$ cat src/rtl/adder_pipe.sv
// Pipelined WIDTH-bit adder/subtractor: one CHUNK-bit slice per stage, with the carry
// rippling through stage registers. Valid/ready handshake with a global stall.

module adder_pipe_chunk #(
  parameter int N = 4
) (
  input  logic [N-1:0] a,
  input  logic [N-1:0] b,
  input  logic         ci,
  output logic [N-1:0] s,
  output logic         co
);
  assign {co, s} = {1'b0, a} + {1'b0, b} + {{N{1'b0}}, ci};
endmodule

module adder_pipe #(
  parameter int WIDTH = 16,
  parameter int CHUNK = 4
) (
  input  logic             clk,
  input  logic             rst,
  input  logic             in_valid,
  output logic             in_ready,
  input  logic [WIDTH-1:0] a,
  input  logic [WIDTH-1:0] b,
  input  logic             ci,
  input  logic             sub,
  output logic             out_valid,
  input  logic             out_ready,
  output logic [WIDTH-1:0] r,
  output logic             co,
  output logic             ovf
);
  localparam int STAGES = WIDTH / CHUNK;

  logic             stall;
  logic             adv;
  logic             last_vld;
  logic [WIDTH-1:0] b_eff;
  logic             c_eff;

  always_comb begin
    b_eff = sub ? ~b : b;
    c_eff = sub ? ~ci : ci;
  end

  assign stall    = last_vld && !out_ready;
  assign adv      = !stall;
  assign in_ready = !stall && !rst;

  // Stage g owns bits [LO +: CHUNK]. w_q carries the finished low sums in place of the
  // consumed a bits, so its upper part is the still-pending a skew. The b skew shrinks
  // by one chunk per stage and disappears after the last one.
  for (genvar g = 0; g < STAGES; g++) begin : g_stage
    localparam int LO = g * CHUNK;
    localparam int BW = WIDTH - LO;

    logic             vld_i;
    logic             c_i;
    logic [WIDTH-1:0] w_i;
    logic [BW-1:0]    b_i;
    logic [CHUNK-1:0] sum;
    logic             cy;

    logic             vld_q, vld_d;
    logic             c_q, c_d;
    logic [WIDTH-1:0] w_q, w_d;

    if (g == 0) begin : g_in
      assign vld_i = in_valid && in_ready;
      assign w_i   = a;
      assign b_i   = b_eff;
      assign c_i   = c_eff;
    end else begin : g_in
      assign vld_i = g_stage[g-1].vld_q;
      assign w_i   = g_stage[g-1].w_q;
      assign b_i   = g_stage[g-1].g_skew.b_q;
      assign c_i   = g_stage[g-1].c_q;
    end

    adder_pipe_chunk #(.N(CHUNK)) u_chunk (
      .a  (w_i[LO +: CHUNK]),
      .b  (b_i[CHUNK-1:0]),
      .ci (c_i),
      .s  (sum),
      .co (cy)
    );

    always_comb begin
      vld_d = vld_q;
      c_d   = c_q;
      w_d   = w_q;
      if (adv) begin
        vld_d            = vld_i;
        c_d              = cy;
        w_d              = w_i;
        w_d[LO +: CHUNK] = sum;
      end
    end

    always_ff @(posedge clk or posedge rst) begin
      if (rst) begin
        vld_q <= 1'b0;
        c_q   <= 1'b0;
        w_q   <= '0;
      end else begin
        vld_q <= vld_d;
        c_q   <= c_d;
        w_q   <= w_d;
      end
    end

    if (g < STAGES - 1) begin : g_skew
      logic [BW-CHUNK-1:0] b_q, b_d;

      always_comb begin
        b_d = adv ? b_i[BW-1:CHUNK] : b_q;
      end

      always_ff @(posedge clk or posedge rst) begin
        if (rst) b_q <= '0;
        else     b_q <= b_d;
      end
    end else begin : g_last
      logic ovf_q, ovf_d;

      // The MSB chunk is added here, so both operand signs and the result sign meet.
      always_comb begin
        ovf_d = ovf_q;
        if (adv) ovf_d = (w_i[WIDTH-1] == b_i[BW-1]) && (sum[CHUNK-1] != w_i[WIDTH-1]);
      end

      always_ff @(posedge clk or posedge rst) begin
        if (rst) ovf_q <= 1'b0;
        else     ovf_q <= ovf_d;
      end
    end
  end

  assign last_vld  = g_stage[STAGES-1].vld_q;
  assign out_valid = last_vld;
  assign r         = g_stage[STAGES-1].w_q;
  assign co        = g_stage[STAGES-1].c_q;
  assign ovf       = g_stage[STAGES-1].g_last.ovf_q;
endmodule
$ cat config.mk
export PLATFORM = sky130hd
export DESIGN_NAME = adder_pipe
export DESIGN_NICKNAME = d
export VERILOG_FILES = /design/src/rtl/adder_pipe.sv
export SDC_FILE = /design/constraint.sdc
export NUM_CORES = 1
export LEC_CHECK = 0
export BUFFER_PORTS_ARGS = -buffer_cell sky130_fd_sc_hd__clkbuf_2
export CAP_MARGIN = 20
export CORE_MARGIN = 2
export CORE_UTILIZATION = 57
export DETAILED_ROUTE_END_ITERATION = 8
export PLACE_DENSITY_LB_ADDON = 0.05
export SYNTH_ARGS = -nofsm -noshare
export SYNTH_HDL_FRONTEND = slang
export SYNTH_SLANG_ARGS = --single-unit
export TNS_END_PERCENT = 10
$ cat constraint.sdc
create_clock -name clk -period 3.57 [get_ports clk]
set_clock_uncertainty 0.1 [all_clocks]
set_input_delay 0.357 -clock clk [delete_from_list [all_inputs] [get_ports clk]]
set_output_delay 0.357 -clock clk [all_outputs]
set_load 0.02 [all_outputs]
==> results.md, run 1 <==
Setup path:
- For flop-to-flop paths, the worst setup slack is 1630 ps.
- The setup path with the least slack is of type flip-flop to primary output.
- For the worst setup path, the data arrival time is 1620 ps.
- The cell type group with the largest total delay on the critical path is simple AND/OR/NAND/NOR gates.
- The worst register-to-register path begins at g_stage[2].c_q.
- Counting both buffers and inverters, the worst setup path holds a total of 1.
- The critical path startpoint category is a flip-flop.
- The category of the worst setup path capture point is a primary output.
- The slowest stage of the critical path is the nor2b_4 cell.
- At the worst endpoint, the required time is 3110 ps.
- The number of cells on the worst reg-to-reg path is 5.
- The critical path starts at out_valid.
- The worst register-to-register path ends at co.
- Traced cell by cell, the critical path runs through nor2b_4 > nor2_1 > clkbuf_2.
- The critical path's largest stage delay is 570 ps.
- The largest fanout on the critical path is 26.

Cells and area:
- In the layout the commonest cells are nand2_1, dfrtp_1, clkbuf_2.
- From synthesis to final layout, the design area changed by 12.1%.
- Cells with a size suffix above 1 make up 15.1% of the layout.
- Leaving out fill and tap cells, the most frequent cell in the layout is nand2_1.
- The total non-filler cell area in the finished layout is 4900 um2.
- The net count of the finished layout is 576.
- The antenna diode instance count is 0.

Die:
- The top-level port count is 58.
- The x dimension of the die is 91.6 um.
- After floorplanning, the core was divided into 31 placement rows.
- Once the floorplan was initialized, standard cells occupied 59.6% of the core.
- The floorplan step defined a die boundary enclosing 8380 um2.
- The floorplan step set the die height to 91.6 um.
- The area of the placeable core is 7330 um2.

Global routing:
- The total congestion overflow after global routing is 0.
- The first global-routing pass estimated 13500 um of wire.
- The total track usage is 19.9%.
- Entering global routing, the biggest net connects 96 pins.
- The number of global-route vias before repair is 3022.
- The initial antenna violation count is 0.

Job:
- The number of max-capacitance violations reported is 0.

Clocking:
- The clock edge transition at the registers on the reported setup and hold paths is 90 ps.
- The tree is rooted in a clkbuf_8.
- The clock insertion delay at the later pin of the skew report is 350 ps.
- The clock sink count is 97.
- TritonCTS built the clock tree.
- CTS built an H-tree with a depth of 3.
- The CTS buffer count is 9.
- The deepest clock path buffer count is 2.

STA:
- The share of the clock period used by the worst path after layout is 58.1%.
- The time the worst path needs with I/O delays and setup is 2070 ps.
- Setup repair after global routing left no endpoint under its margin.
- The total negative slack for setup checks is 0 ps.
- The number of max-slew violations in the final report is 0.
- The highest clock rate is 0.482 GHz.
- Across all setup checks in the final design, the least slack found is 1500 ps.
- In this run the tightest slew margin relative to its limit is 36.0%.
- Across all hold checks on the routed design, the worst slack comes to 98.4 ps.
- The total count of hold-check failures in the final report came to 0.
- The slew at the pin with the worst max-slew slack is 960 ps.
- Setup violations remaining at the end of the flow were counted as 0.

Synthesis:
- The average cell area after synthesis is 9.32 um2.
- The number of different library cells in the post-synthesis netlist is 26.
- The synthesized design contains 97 register bits.
- The post-synth design cell area is 4370 um2.
- After synthesis, flip-flops and latches occupy 55.5% of the total area.
- The library cell occupying the most area in the post-synthesis netlist is dfrtp_1.
- The post-synthesis instance total is 469.
- The synthesized design devotes to its leading area cell type 55.5% of total area.
- The total number of yosys warnings is 0.
- The net count after synthesis is 527.
- By area the synthesized netlist is led by dfrtp_1, nand2_1, fa_1, ha_1, xnor2_1.

Drt:
- The number of vias per cell after detailed routing is 4.86.
- The remaining number of nets flagged by the antenna check after routing is 0.
- Summing over every cut layer, the via total after detailed routing is 3025.
- The first routing iteration left 127 violations.
- The remaining routing DRC violations is 0.
- The wire length per cell after detailed routing is 11.8 um.
- After detailed routing, the total wire length is 7370 um.
- Before antenna repair, the detailed router went through 6 iterations.

Min path:
- The path type of the worst min-delay path is primary input to flip-flop.
- Along the worst hold path, the cell count comes to 3.
- The startpoint identified for the worst hold timing path is a[7].
- The end point of the worst hold path is g_stage[0].w_q[7].

Power:
- Summed over all cells, the static leakage comes to 0.00258 uW.
- For this design the ratio of total power to cell area is 824 nW/um2.
- The power after layout is 4030 uW.
- The worst-case vdd ir drop is 505 uV.

Outcome:
- The flow ran to the end, and the final reports show no timing, DRC or antenna violations.

Placed design:
- The count of buffers added on input and output ports is 57.
- The worst-case setup slack after placement is 1370 ps.
- The wire-length estimate of the detail-placed layout is 4980 um.
- The post-placement cell area is 4690 um2.
- Routability-driven placement finished with a final weighted congestion of 0.841.
where the power goes:
| group | total (uW) | internal [uW] | switching (uW) |
|---|---|---|---|
| Combinational | 1470 | 591 | 882 |
| Clock | 718 | 332 | 386 |
| Sequential | 1840 | 1570 | 269 |
| Total | 4030 | 2500 | 1540 |
kinds of logic after synthesis:
family	after synthesis	share of synthesized area [%]
and+or+nand+nor	243	22.0
DFF	97	55.5
adders and majority gates	20	7.10
muxes	3	0.687
xor gates and xnor gates	20	4.01
AOI/OAI and AO/OA	46	6.07
buffers and inverters	40	4.64
what timing repair did:
action                                  CTS  global route
endpoints found under the setup margin    0             0
endpoints found under the hold margin    29             0
resized for setup                         0             0
buffers inserted                          0             0
hold buffers                              1             0
registers in the layout, indices dropped and copies added (netlist names):
signal,flops
g_stage.g_skew.b_q,24
co,1
out_valid,1
g_stage.w_q,48
g_stage.vld_q,3
r,16
ovf,1
g_stage.c_q,3
per-layer routing:
metal / up-vias / track usage, % / wire [um]
met5: - / 0 / 0
met4: 0 / 4.55 / 42
met3: 4 / 3.98 / 353
met2: 64 / 31.1 / 3190
met1: 1389 / 28.9 / 3780
li1: 1568 / - / -
through the flow:
stage	std cells	utilization, %
3_3_place_gp	605	64.0
5_1_grt	622	66.8
2_1_floorplan	469	-
6_report	622	66.8
3_5_place_dp	605	64.0
4_1_cts	622	66.8
synthesized netlist by cell type, drive strengths merged:
cell / number
mux2i: 3
ha: 12
o41ai: 1
o21ai: 20
nand2b: 2
buf: 21
nand3: 5
o31ai: 1
a211oi: 2
o2111ai: 3
dfrtp: 97
nor2b: 7
or4: 3
nor2: 13
a21boi: 2
a21oi: 14
clkbuf: 3
nand2: 213
inv: 16
xnor2: 12
a21o: 3
xor2: 8
fa: 8
area by class of cell:
cell class                      instances  area, um2
Clock buffer                           10        128
Clock inverter                          6       71.3
Fill cell                             634       2430
Inverter                               16       62.6
Multi-Input combinational cell        332       1750
Sequential cell                        97       2430
Tap cell                               99        124
Timing Repair Buffer                   62        338
worst max path at each step:
stage	to	slack (ps)	depth (start not counted)
after CTS	in_ready	1440	3
final	in_ready	1500	3
after global placement	g_stage[0].w_q[1]	1430	6
after floorplan	co	560	1
after detailed placement	g_stage[0].w_q[2]	1370	7
after global routing	in_ready	1350	3
worst min-delay path, delay by kind of cell:
kind,cells,cell delay (ps)
buffers and inverters,1,70
and+or+nand+nor,2,90
Power figures use the tool's default switching activity.
==> run 2, diff against run 1 <==
==> constraint.sdc (replaced) <==
create_clock -name clk -period 2 [get_ports clk]
set_clock_uncertainty 0.1 [all_clocks]
set_input_delay 0.2 -clock clk [delete_from_list [all_inputs] [get_ports clk]]
set_output_delay 0.2 -clock clk [all_outputs]
set_load 0.02 [all_outputs]
==> results.md, run 2 (same netlist as run 1, synthesis figures left out) <==
Outcome:
- The flow ran to the end, and the final reports show no timing, DRC or antenna violations.

STA:
- The number of max-slew violations in the final report came to 0.
- For the pin with the worst max-slew slack, the measured transition is 517 ps.
- After layout, the minimum clock period comes to 1880 ps.
- Setup violations remaining at the end of the flow were counted as 0.
- The highest clock rate is 0.531 GHz.
- The total count of hold-check failures in the final report is 0.
- Summed over all failing endpoints, the final setup total negative slack is 0 ps.
- Setup repair after global routing left no endpoint under its margin.
- Across all setup checks in the final design, the least slack found is 116 ps.
- The share of the clock period used by the worst path after layout is 94.2%.
- The tightest slew margin relative to the limit is 65.5%.

Setup path:
- The signal on the critical path passes through fa_1 > fa_1 > a21o_1 > a21oi_1 > a21oi_1.
- Counting both buffers and inverters, the worst setup path holds a total of 0.
- Data on the critical path arrives at its endpoint at 2030 ps.
- The reg-to-reg endpoint is co.
- STA classifies the critical path startpoint as a flip-flop.
- STA classifies the critical path endpoint as a flip-flop.
- The worst setup path is of the flip-flop to flip-flop kind.
- The most critical setup path has its endpoint at co.
- The startpoint of the most critical register-to-register path is g_stage[2].c_q.
- The largest fanout on the critical path is 3.
- The slowest cell on the critical path is fa_1.
- The largest single stage delay on the critical path is 480 ps.
- The number of cells on the worst reg-to-reg path is 5.
- The setup check on the worst reg-to-reg path leaves a slack of 120 ps.
- The most critical setup path has its startpoint at g_stage[2].c_q.
- The cell depth of the worst setup path is 5.
- The cell type group with the largest total delay on the critical path is adder cells.
- STA puts the critical path data required time at 2150 ps.

Drt:
- The via count is 3114.
- The number of vias per cell after detailed routing is 4.83.
- In this run the remaining antenna-violating nets after routing total 0.
- The violation count after the first detailed-route iteration is 127.
- The remaining routing DRC violations is 0.
- The count of TritonRoute iterations in the first routing pass is 4.
- In the final routed layout, each cell accounts on average for 12.1 um.
- Summed over all layers, the routed wires come to 7790 um.

Global routing:
- The total congestion overflow after global routing is 0.
- Entering global routing, the biggest net connects 79 pins.
- The first global-routing pass estimated 14100 um of wire.
- The initial antenna violation count came to 0.
- The total track usage is 20.8%.
- The number of global-route vias before repair is 3101.

Job:
- The number of max-capacitance violations reported is 0.

Placed design:
- The placed wire-length estimate after detailed placement is 5470 um.
- At the end of routability-driven placement, the weighted congestion stood at 0.805.
- The port buffer count is 57.
- The post-placement cell area is 4800 um2.
- The worst-case setup slack after placement is 115 ps.

Clocking:
- After clock tree synthesis, the repair step resized 0 gates.
- The count of H-tree levels built during CTS is 3.
- The clock insertion delay at the later pin of the skew report is 350 ps.
- The CTS tree is built.
- The clock sink count is 97.
- The longest clock path from root to sink contains 2 buffers.
- CTS placed an instance of clkbuf_8 at the clock tree root.
- Counting the buffers created by CTS gives 9.
- After clock tree synthesis, the clock-pin slew on the worst setup and hold paths is 100 ps.

Cells and area:
- The area growth from synthesis to final layout is 17.7%.
- The antenna diode instance count is 0.
- The register with the most flip-flops in the layout has 48 of them.
- The count of fill cells added during filler insertion is 605.
- The library cell used most frequently in the layout, excluding fill and tap cells, is nand2_1.
- The fraction of final layout cells with drive strength greater than 1 is 16.5%.
- Leaving out fill and tap cells, the most frequent cells in the layout are nand2_1, dfrtp_1, clkbuf_2.
- The register with the most flip-flops in the final layout is g_stage.w_q.
- The utilization after layout is 70.2%.
- The total non-filler cell area in the finished layout is 5140 um2.
- The number of nets in the layout is 599.

Die:
- Once the floorplan was initialized, standard cells occupied 59.6% of the core.
- The die extent in y is 91.6 um.
- The die outline area is 8380 um2.
- The x dimension of the die is 91.6 um.
- The count of standard-cell rows is 31.
- The core region is 7330 um2.
- The top-level port count is 58.

Power:
- The worst-case vdd ir drop is 671 uV.
- The design draws 7370 uW.
- The power per unit of standard cell area is 1430 nW/um2.
- The analysis attributes to cell leakage a power of 0.00269 uW.

Min path:
- The worst hold path belongs to the class primary input to flip-flop.
[run 2: cell count changes in the layout (fill, tap and decap cells not counted), moves of 2 or more]
cell,change
buf_4,+7
buf_12,+3
dlygate4sd3_1,+13
clkinv_4,+2
[run 2: layer usage]
layer / global-route usage, % / share of wire, %
met1: 30.1 / 51
met2: 33.1 / 45
met3: 3.07 / 3.2
met4: 5.68 / 1.1
met5: 0 / 0
[run 2: timing repair]
item / 4_1_cts / 5_1_grt
buffers inserted: 0 / 0
hold endpoints to repair: 110 / 0
hold buffers: 14 / 0
[run 2: area by class of cell]
cell class / instances / area [um2] / area share (%)
Multi-Input combinational cell: 332 / 1750 / 34.0
Clock inverter: 7 / 77.6 / 1.51
Clock buffer: 9 / 124 / 2.41
Inverter: 16 / 63.8 / 1.24
Tap cell: 99 / 124 / 2.41
Timing Repair Buffer: 85 / 581 / 11.3
Sequential cell: 97 / 2430 / 47.2
[run 2: worst min-delay path by stage]
stage | from | to | slack, ps | depth (start not counted)
4_1_cts | b[15] | g_stage[0].g_skew.b_q[11] | 20 | 3
3_5_place_dp | rst | g_stage[0].w_q[4] | 280 | 3
3_3_place_gp | rst | out_valid | 280 | 3
6_report | b[15] | g_stage[0].g_skew.b_q[11] | 20 | 3
2_1_floorplan | a[10] | g_stage[0].w_q[10] | 210 | 2
5_1_grt | b[13] | g_stage[0].g_skew.b_q[9] | 30 | 3
[run 2: per-stage QoR]
stage,hold slack (ps),instances
2_1_floorplan,212,469
3_3_place_gp,284,615
3_5_place_dp,280,615
4_1_cts,19.9,645
5_1_grt,32.9,645
6_report,23.8,645
[run 2: power by group]
part           internal [uW]  total [uW]  switching [uW]
sequential              2810        3320             508
clock                    589        1260             671
combinational           1160        2790            1630
[run 2: worst min-delay path, stage by stage]
cell	delay, ps
clkbuf_2	80
xnor2_1	100
o21ai_0	60
